$ cat src/rtl/spi_slave_shift.sv
// SPI mode-0 target: oversamples SCK/CS_N/MOSI into clk and shifts WIDTH-bit
// words MSB first, with a one-entry TX holding register and an RX output register.
module spi_slave_shift #(
  parameter int WIDTH       = 8,
  parameter int SYNC_STAGES = 2
) (
  input  logic             clk,
  input  logic             rst,
  input  logic             spi_sck,
  input  logic             spi_cs_n,
  input  logic             spi_mosi,
  output logic             spi_miso,
  output logic             spi_miso_oe,
  input  logic [WIDTH-1:0] tx_data,
  input  logic             tx_valid,
  output logic             tx_ready,
  output logic [WIDTH-1:0] rx_data,
  output logic             rx_valid,
  input  logic             rx_ready,
  output logic             rx_overrun,
  output logic             busy
);

  localparam int                CNT_W    = $clog2(WIDTH);
  localparam logic [CNT_W-1:0]  LAST_BIT = CNT_W'(WIDTH - 1);

  typedef enum logic {IDLE, SHIFT} state_e;

  state_e                 state_q, state_d;
  logic [SYNC_STAGES-1:0] sck_sync_q, cs_sync_q, mosi_sync_q;
  logic                   sck_hist_q, cs_hist_q;
  logic [CNT_W-1:0]       bit_cnt_q, bit_cnt_d;
  logic [WIDTH-1:0]       rx_shift_q, rx_shift_d;
  logic [WIDTH-1:0]       tx_shift_q, tx_shift_d;
  logic [WIDTH-1:0]       hold_q, hold_d;
  logic                   tx_pending_q, tx_pending_d;
  logic [WIDTH-1:0]       rx_data_q, rx_data_d;
  logic                   rx_valid_q, rx_valid_d;
  logic                   rx_overrun_q, rx_overrun_d;

  logic             sck_s, cs_n_s, mosi_s, sel;
  logic             sck_rise, sck_fall, cs_fall, cs_rise;
  logic             load, complete;
  logic [WIDTH-1:0] rx_word;

  assign sck_s  = sck_sync_q[SYNC_STAGES-1];
  assign cs_n_s = cs_sync_q[SYNC_STAGES-1];
  assign mosi_s = mosi_sync_q[SYNC_STAGES-1];
  assign sel    = !cs_n_s;

  // SCK edges only count while the synchronised select is active.
  assign sck_rise = sel && sck_s && !sck_hist_q;
  assign sck_fall = sel && !sck_s && sck_hist_q;
  assign cs_fall  = cs_hist_q && !cs_n_s;
  assign cs_rise  = !cs_hist_q && cs_n_s;

  assign load     = cs_fall || (sck_fall && bit_cnt_q == '0);
  assign complete = sck_rise && bit_cnt_q == LAST_BIT;
  assign rx_word  = {rx_shift_q[WIDTH-2:0], mosi_s};

  always_comb begin
    // NOTE: every next-state value gets a default first so no path infers a latch.
    state_d      = state_q;
    bit_cnt_d    = bit_cnt_q;
    rx_shift_d   = rx_shift_q;
    tx_shift_d   = tx_shift_q;
    hold_d       = hold_q;
    tx_pending_d = tx_pending_q;
    rx_data_d    = rx_data_q;
    rx_valid_d   = rx_valid_q;
    rx_overrun_d = 1'b0;

    case (state_q)
      IDLE:    if (cs_fall) state_d = SHIFT;
      SHIFT:   if (cs_rise) state_d = IDLE;
      default: state_d = IDLE;
    endcase

    if (tx_valid && !tx_pending_q) begin
      hold_d       = tx_data;
      tx_pending_d = 1'b1;
    end

    // A load with nothing pending returns zeros (underrun).
    if (load) begin
      if (tx_pending_q) begin
        tx_shift_d   = hold_q;
        tx_pending_d = 1'b0;
      end else begin
        tx_shift_d   = '0;
      end
    end else if (sck_fall) begin
      tx_shift_d = tx_shift_q << 1;
    end

    if (sck_rise) begin
      rx_shift_d = rx_word;
      bit_cnt_d  = complete ? '0 : bit_cnt_q + 1'b1;
    end

    if (complete) begin
      if (!rx_valid_q || rx_ready) begin
        rx_data_d  = rx_word;
        rx_valid_d = 1'b1;
      end else begin
        rx_overrun_d = 1'b1;
      end
    end else if (rx_valid_q && rx_ready) begin
      rx_valid_d = 1'b0;
    end

    if (cs_rise) begin
      bit_cnt_d  = '0;
      rx_shift_d = '0;
      tx_shift_d = '0;
    end
  end

  // NOTE: sequential state uses non-blocking assignments so all flops update together.
  always_ff @(posedge clk) begin
    if (rst) begin
      state_q      <= IDLE;
      sck_sync_q   <= '0;
      cs_sync_q    <= '1;
      mosi_sync_q  <= '0;
      sck_hist_q   <= 1'b0;
      cs_hist_q    <= 1'b1;
      bit_cnt_q    <= '0;
      rx_shift_q   <= '0;
      tx_shift_q   <= '0;
      tx_pending_q <= 1'b0;
      rx_data_q    <= '0;
      rx_valid_q   <= 1'b0;
      rx_overrun_q <= 1'b0;
    end else begin
      state_q      <= state_d;
      sck_sync_q   <= {sck_sync_q[SYNC_STAGES-2:0], spi_sck};
      cs_sync_q    <= {cs_sync_q[SYNC_STAGES-2:0], spi_cs_n};
      mosi_sync_q  <= {mosi_sync_q[SYNC_STAGES-2:0], spi_mosi};
      sck_hist_q   <= sck_s;
      cs_hist_q    <= cs_n_s;
      bit_cnt_q    <= bit_cnt_d;
      rx_shift_q   <= rx_shift_d;
      tx_shift_q   <= tx_shift_d;
      tx_pending_q <= tx_pending_d;
      rx_data_q    <= rx_data_d;
      rx_valid_q   <= rx_valid_d;
      rx_overrun_q <= rx_overrun_d;
    end
  end

  // NOTE: the holding register is only read while tx_pending_q is set, so it needs no reset.
  always_ff @(posedge clk) begin
    hold_q <= hold_d;
  end

  assign busy        = (state_q == SHIFT);
  assign spi_miso_oe = busy;
  assign spi_miso    = busy ? tx_shift_q[WIDTH-1] : 1'b0;
  assign tx_ready    = !tx_pending_q;
  assign rx_data     = rx_data_q;
  assign rx_valid    = rx_valid_q;
  assign rx_overrun  = rx_overrun_q;

endmodule
$ cat config.mk
export PLATFORM = sky130hd
export DESIGN_NAME = spi_slave_shift
export DESIGN_NICKNAME = d
export VERILOG_FILES = /design/src/rtl/spi_slave_shift.sv
export SDC_FILE = /design/constraint.sdc
export NUM_CORES = 1
export LEC_CHECK = 0
export CAP_MARGIN = 20
export CORE_UTILIZATION = 60
export DETAILED_ROUTE_END_ITERATION = 8
export DONT_BUFFER_PORTS = 1
export GPL_TIMING_DRIVEN = 0
export PLACE_DENSITY = 0.76
export SLEW_MARGIN = 20
export SYNTH_ARGS = -nofsm -noshare
export SYNTH_HDL_FRONTEND = slang
export SYNTH_SLANG_ARGS = --single-unit
$ cat constraint.sdc
create_clock -name clk -period 1.7 [get_ports clk]
set_input_delay 0.34 -clock clk [delete_from_list [all_inputs] [get_ports clk]]
set_output_delay 0.34 -clock clk [all_outputs]
set_load 0.05 [all_outputs]
After elaboration in Yosys (flattened, before gate mapping)
Cells that the tools add are included.
Widths: inputs -> output; s select.
- output and inout port bits: 14
- register bits after elaboration: 46
- logic and storage cells: 59
- eq/ne operators: 2
- bitwise gates (word level): 2
- multiplexer cells: 15
- reductions and logical operators: 25
- add/sub/neg operators: 1
- operators by type and width (cell ; number):
    $mux 8 ; 3
    $logic_and 1x1->1 ; 10
    $mux 1 ; 10
    $logic_not 1->1 ; 6
    $reduce_and 2->1 ; 2
    $reduce_bool 2->1 ; 2
    $reduce_or 2->1 ; 2
    $add 3x1->3 const B ; 1
    $eq 3x3->1 const B ; 1
    $logic_not 3->1 ; 1
    $mux 3 ; 1
    $logic_or 1x1->1 ; 2
    $ne 2x1->1 const B ; 1
    $not 1->1 ; 2
    $pmux 1 s2 ; 1

Depth between registers and ports, before layout
Gate-level depths: netlist (run 1).
- word-level depth: 6
- depth in mapped cells: 6
- mapped depth without buffers: 6

Worst setup path after synthesis (run 1)
Ideal clock, no wire load.
- path kind: register -> output
- start: register state_q, in the netlist busy
- end: output spi_miso
- setup slack: 0.202 ns
- arrival: 1.158 ns
- buffers on the path: 0
- cell stages (with the launch flop): 2
- cell sequence: dfxtp_1 > and2_1
- word-level cells in the longest chain between the ends: 1
- RTL lines (item ; RTL line ; source):
    from (decl) ; 29 ; state_e state_q, state_d;
    from (signal assigned) ; 136 ; state_q <= state_d;
    $mux 1 ; 159 ; assign spi_miso = busy ? tx_shift_q[WIDTH-1] : 1'b0;
    to (decl) ; 12 ; output logic spi_miso,
Every way passes these cells.

Final worst setup path (run 1)
- start: register bit_cnt_q[0]
- end: register tx_shift_q[5]
- word-level cells in the longest chain between the ends: 4
- elaborated cells on any way between the ends: 5
- those cells by class: mux: 1; reduce/logical: 4
- RTL lines (item ; RTL line ; source):
    from (decl) ; 32 ; logic [CNT_W-1:0] bit_cnt_q, bit_cnt_d;
    from (signal assigned) ; 142 ; bit_cnt_q <= bit_cnt_d;
    $logic_not 3->1 (*) ; 57 ; assign load = cs_fall || (sck_fall && bit_cnt_q == '0);
    $logic_and 1x1->1 (*) ; 57 ;
    $logic_or 1x1->1 (*) ; 57 ;
    $mux 8 or $reduce_bool 2->1 (tied branches) ; n/a ;
    to (signal assigned) ; 144 ; tx_shift_q <= tx_shift_d;
    to (decl) ; 34 ; logic [WIDTH-1:0] tx_shift_q, tx_shift_d;
Every way passes the cells marked *; elsewhere a longest branch is shown, timed or not.
A chain may end at the register's enable or synchronous reset.

==> impl_results.md, run 1 <==
* Worst setup path class: flop to flop
* All-Layer GR Usage at 0.208
* Switching power of the nets at 398 uW
* Total Nets Final at 188
* Instance count on the critical path at 6
* RSZ-0062 raised after global routing: no
* Worst path required time at 1940 ps
* Slew headroom at 0.577
* Fin crit share at 0.942
* HPWL after detailed placement at 1950 um
* Core footprint at 2570 sq um
* CP startpoint: bit_cnt_q[0]
* Tightest Pin Transition at 633 ps
* FF+latch count, synth at 46
* Gate Count Post-Synth at 163
* Syn Nets at 181
* DRT antenna net count at 0
* Clock insertion delay at the later pin of the skew report at 350 ps
* Share of cells above drive strength 1 at 0.135
* R2r startpoint: bit_cnt_q[0]
* Seq/Total Area, Yosys at 0.596
* Worst Path Max Fanout at 7
* Post-synth ARST share at 0
* Die Span Y at 54.9 um
* Wire per inst at 13.8 um
* Grt ovf at 0
* Sw Share at 0.225
* H-tree levels at 2
* Total leakage power at 0.711 nW
* Critical Path AT at 1840 ps
* Synthesis Warnings at 0
* Routed vias at 1136
* CTS Hold Bufs at 0
* Most used DFF post-synth: dfxtp_1
* Vias in the first global route at 991
* Crit path cell chain: inv_1 > ha_1 > nor2b_1 > o21a_2 > a221oi_1 > nor3_1
* Setup Skew at 6.87 ps
* Die ar. at 3010 sq um
* Tmin final at 1600 ps
* CTS tree: yes
* Post-synth EDFFs at 8
* Yosys cell types at 30
* Worst R2R Path Depth at 6
* Fmax at 624 MHz
* Sequential share of power at 0.659
* DRC at 0
* Total of max-cap violations at 0
* CP Capture Type: flop
* Setup violators final at 0
* CTS root buffer: clkbuf_4
* Hold Crit Class: primary input to flop
* # diodes at 0
* Crit path setup slack, layout at 98.2 ps
* P&R area growth vs syn at 6.33%
* Syn_area_per_cell at 10.3 sq um
* WHS at 74.1 ps
* PortBufs at 0
* Initial DRC count at 26
* Power density over cell area at 990 nW/um^2
* Initial core utilization at 0.654
* Slew Limit Fails at 0
* Reg clk slew, reported paths at 120 ps
* Clk sinks at 46
* TNS Setup at 0 ps
* Endpoints failing hold at 0
* Global-route wire length before repair at 4170 um
* Longest Clk Path Bufs at 2
* VDD IR max at 1060 uV
* Worst stage delay on the critical path at 380 ps
* Status: finished clean
* Clock network power share at 0.292
* Pre-antenna DRT Iters at 4
* Worst Path Buf+Inv at 1
* Rows at 18
* Die width at 54.9 um
* GPL Wtd Cong at 0.745
* Internal power at 1.37 mW
* IO Pins at 29
* Hold path startpoint: tx_data[3]
* Dpl ws at 117 ps
* Hold-critical path depth at 0
* Worst path slowest cell: dfxtp_1
* Largest net degree at the start of global routing at 14
* Cell Area, Synth at 1680 sq um
* Routed vias/inst at 5.65
* CP delay by family, top: compound AO/OA/AOI/OAI gates
* Num CTS Buffers at 5
* Initial antenna violation count at 0
* CP Launch Type: flop
* Routed WL at 2780 um
* Combinational share of power at 0.049
[layout make-up]
type                       instances  area (sq um)
clock buffer                       7          55.1
clock inverter                     1          5.00
buffer                             7          35.0
multi-input combinational        105           632
fill                             224           782
inverter                           5          18.8
sequential                        46          1000
tap                               30          37.5
[cell usage after synthesis (2+ instances only)]
cell	n	area [sq um]
edfxtp_1	8	240
buf_2	4	20.0
mux2i_1	8	80.1
dfxtp_1	38	761
inv_1	5	18.8
or2_2	3	18.8
nor2_1	18	67.6
nor3_1	9	45.0
a21oi_1	12	60.1
ha_1	3	37.5
a221oi_1	7	61.3
nand2_1	21	78.8
nor2b_1	9	56.3
clkbuf_1	2	7.51
[through the flow]
stage	power (mW)	instance area, sq um	util	cells
after floorplan	1.25	1680	-	163
after global placement	1.27	1720	0.669	193
after detailed placement	1.27	1720	0.669	193
after CTS	1.79	1780	0.693	201
after global routing	1.83	1790	0.695	201
final	1.77	1790	0.695	201
[metal layers]
| metal | track usage | wire length [um] | up-vias |
|---|---|---|---|
| met5 | 0 | 0 | - |
| met4 | 0.138 | 14 | 0 |
| met3 | 0.0628 | 146 | 2 |
| met2 | 0.321 | 1300 | 30 |
| met1 | 0.250 | 1320 | 530 |
| li1 | - | - | 574 |
[cell families after synthesis]
kind of cell,after synthesis,synth area share
AND/OR/NAND/NOR,68,0.198
flip-flops,46,0.596
AO/OA/AOI/OAI,26,0.104
buffers and inverters,12,0.0320
multiplexers,8,0.0477
adder cells (fa/ha/maj),3,0.0224
[flip-flops by register name, summed over array words and instances, names as in the netlist, 2 cells and up]
name         cells
hold_q           8
rx_data          8
tx_shift_q       8
rx_shift_q       7
bit_cnt_q        3
cs_sync_q        2
mosi_sync_q      2
sck_sync_q       2
[final timing paths]
path	end	slack [ps]
max	tx_shift_q[5]	100
min	hold_q[3]	70
max reg2reg	tx_shift_q[5]	100
min reg2reg	cs_sync_q[1]	430
[power groups by stage]
stage,Combinational [mW],Sequential (mW),Clock [mW]
after floorplan,0.0716,1.18,0
after global placement,0.0839,1.19,0
after detailed placement,0.0861,1.19,0
after CTS,0.0864,1.16,0.536
after global routing,0.0948,1.17,0.571
final,0.0871,1.16,0.517
[placed cells by master, fill, tap and decap left out]
cell type / n
and2_2: 1
or2_2: 3
clkbuf_8: 1
mux2i_1: 8
dfxtp_2: 1
nand2b_1: 1
a221oi_2: 1
a21oi_1: 12
nor3_1: 9
or3_1: 1
nor2b_1: 9
o21ai_2: 1
buf_4: 1
o21a_1: 1
nor2_1: 18
ha_1: 3
nor2_2: 1
clkbuf_1: 3
a221oi_1: 6
a211oi_1: 1
o21ai_0: 1
inv_1: 5
nand4bb_1: 1
o21a_2: 1
dfxtp_1: 37
nand2_1: 21
nand3_2: 1
clkinv_2: 1
nand3b_1: 1
edfxtp_1: 8
a21o_1: 1
buf_2: 4
a22oi_1: 1
nor3b_2: 1
clkbuf_4: 5
[repair_timing]
item	4_1_cts	5_1_grt
endpoints found under the setup margin	2	1
gates resized for setup	2	1
buffers inserted	0	0
pin swaps	0	0
(Power assumes the default switching activity.)
==> run 2: changes to the inputs <==
Settings changed: GPL_ROUTABILITY_DRIVEN from default to 0.
==> results of run 2 <==
No change in the layout: final DEF, timing and power equal those of run 1.
==> run 3: changes to the inputs <==
Settings changed: CORE_ASPECT_RATIO from default to 0.5, CORE_UTILIZATION 60 to 54, PLACE_DENSITY 0.76 to 0.72.
Clock period 1.7 ns to 1.4 ns, I/O delays scaled along.
==> run 3 against run 2 <==
Compared with the run above:
- worst hold slack got worse by 5.8 ps
- die area increased by 11%
- critical path depth unchanged
- design area rose by 10%
- register-to-register slack got worse by 70 ps
- clock-buffer cell count fell by 2
- sequential share of layout area down 4.7 points
- sequential power is 22% higher
- core utilization grew 1.5 points
- highest routed layer unchanged
- final cell count is 4.0% higher
- sequential cell count stayed put
- total power rose by 41%
==> impl_results.md, run 3 (synthesized netlist as in run 1, its figures left out) <==
* Initial core utilization at 0.607 (-0.0468)
* Total of max-cap violations at 0 (unchanged)
* Critical Path AT at 1570 ps (-270 ps)
* H-tree levels at 2 (unchanged)
* CTS root buffer: clkbuf_8
* Largest net degree at the start of global routing at 15 (+1)
* CP Launch Type: flop
* DRT antenna net count at 0 (unchanged)
* Initial antenna violation count at 0 (unchanged)
* P&R area growth vs syn at 17.1%
* Hold Crit Class: primary input to flop
* HPWL after detailed placement at 1890 um (-3.2%)
* Die width at 80.9 um (+47%)
* Footprint of the multi-input gates at 736 sq um (+16%)
* Status: finished clean
* Filler cells at 203 (-9.4%)
* Worst path required time at 1590 ps (-350 ps)
* # diodes at 0 (unchanged)
* PortBufs at 0 (unchanged)
* Power density over cell area at 1270 nW/um^2 (+28%)
* Reg clk slew, reported paths at 90 ps (-30 ps)
* Worst R2R Path Depth at 6 (unchanged)
* R2R Path End: tx_shift_q[2]
* IO Pins at 29 (unchanged)
* Most Crowded Layer GR: met2
* CTS Hold Bufs at 0 (unchanged)
* Pre-antenna DRT Iters at 4 (unchanged)
* Rows at 13 (-5)
* Seq. cell area at 1010 sq um (+0.87%)
* Routing usage on met2 at 0.319 (-0.00196)
* Routed vias/inst at 5.45 (-3.5%)
* Design area at 1970 sq um (+10%)
* Total leakage power at 0.777 nW (+9.4%)
* TNS Setup at 0 ps (unchanged)
* Vias in the first global route at 1080 (+9.0%)
* CP startpoint: bit_cnt_q[0]
* Num CTS Buffers at 5 (unchanged)
* Setup violators final at 0 (unchanged)
* RSZ-0062 raised after global routing: yes
* Commonest non-fill, non-tap cell in the layout: dfxtp_1
* Die Span Y at 41.4 um (-25%)
* R2r startpoint: bit_cnt_q[0]
* CTS tree: yes
* Fmax at 729 MHz (+17%)
* Wire per inst at 14.4 um (+4.4%)
* Post-DP Area at 1730 sq um (+0.58%)
* Total Nets Final at 189 (+0.53%)
* Core footprint at 2770 sq um (+7.7%)
* Endpoints failing hold at 0 (unchanged)
* Tmin final at 1370 ps (-230 ps)
* Routed vias at 1140 (+0.35%)
* Global-route wire length before repair at 4930 um (+18%)
* Fin crit share at 0.980 (+0.0376)
* Grt ovf at 0 (unchanged)
* Setup crit end: tx_shift_q[2]
* Grt met1 use at 0.255 (+0.00539)
* Met3 Use GR at 0.0791 (+0.0163)
* Die ar. at 3350 sq um (+11%)
* Hold-critical path depth at 0 (unchanged)
* VDD IR max at 662 uV (-37%)
* Share of cells above drive strength 1 at 0.238 (+0.104)
* CP Capture Type: flop
* Initial DRC count at 78 (+200%)
* Worst Path Max Fanout at 7 (unchanged)
* All-Layer GR Usage at 0.202 (-0.00583)
* Routed WL at 3020 um (+8.5%)
* Worst setup path class: flop to flop
* R2r setup slk at 30 ps (-70 ps)
* Slew Limit Fails at 0 (unchanged)
* Most frequent cells in the layout: dfxtp_1, nand2_1, nor2_1, a21oi_1, nor3_1
* Slew headroom at 0.574 (-0.00291)
* Longest Clk Path Bufs at 2 (unchanged)
* Tightest Pin Transition at 638 ps (+4.36 ps)
* Clock insertion delay at the later pin of the skew report at 300 ps (-50 ps)
* Clk sinks at 46 (unchanged)
* DRC at 0 (unchanged)
* Setup Skew at 7.23 ps (+0.364 ps)
-- run 3: cell types whose count changed in the layout (fill, tap and decap cells not counted), sizes merged --
cell,delta
bufinv,+1
clkbuf,-1
clkinv,+1
-- run 3: where the power goes --
part / internal [mW] / switching [mW]
Combinational: 0.0415 / 0.0778
Sequential: 1.38 / 0.0331
Clock: 0.525 / 0.440
Total: 1.95 / 0.551
-- run 3: how the worst min path moves through the flow --
| stage | slack (ps) | from | endpoint |
|---|---|---|---|
| after floorplan | 380 | tx_data[0] | hold_q[0] |
| after global placement | 380 | tx_data[1] | hold_q[1] |
| after detailed placement | 380 | tx_data[0] | hold_q[0] |
| after CTS | 60 | tx_data[2] | hold_q[2] |
| after global routing | 50 | tx_data[4] | hold_q[4] |
| final | 70 | tx_data[5] | hold_q[5] |
-- run 3: cell type report --
cell class | instances | share of cell area
Sequential cell | 46 | 0.514
Multi-Input combinational cell | 105 | 0.374
Clock buffer | 5 | 0.0350
Tap cell | 37 | 0.0236
Clock inverter | 3 | 0.0204
Buffer | 7 | 0.0191
Inverter | 5 | 0.00955
Timing Repair Buffer | 1 | 0.00382
-- run 3: per-layer routing --
| metal | vias up | part of all wire |
|---|---|---|
| li1 | 573 | - |
| met4 | 0 | 0.0056 |
| met5 | - | 0 |
| met1 | 530 | 0.47 |
| met3 | 2 | 0.056 |
| met2 | 35 | 0.47 |
-- run 3: worst max-delay path, cell delays in order, from the launching register on --
cell and delay (ps):
dfxtp_4 370, inv_2 40, ha_4 150, nor2b_4 130
o21a_4 250, a221oi_2 250, nor3_1 70
-- run 3: what timing repair did --
| action | in CTS | in global routing |
|---|---|---|
| pin swaps | 3 | 7 |
| gates cloned | 0 | 0 |
| endpoints found under the setup margin | 17 | 18 |
| buffers inserted | 0 | 1 |
| resized for setup | 18 | 11 |
-- run 3: per-stage QoR --
step | setup WS, ps | util | hold WS, ps | power [mW] | std cells
6_report | 28.2 | 0.711 | 68.3 | 2.50 | 209
5_1_grt | -39.0 | 0.711 | 52.6 | 2.60 | 209
4_1_cts | 9.20 | 0.693 | 63.5 | 2.51 | 208
3_5_place_dp | -163 | 0.624 | 379 | 1.55 | 200
3_3_place_gp | -108 | 0.624 | 379 | 1.54 | 200
2_1_floorplan | 6.48 | - | 379 | 1.52 | 163
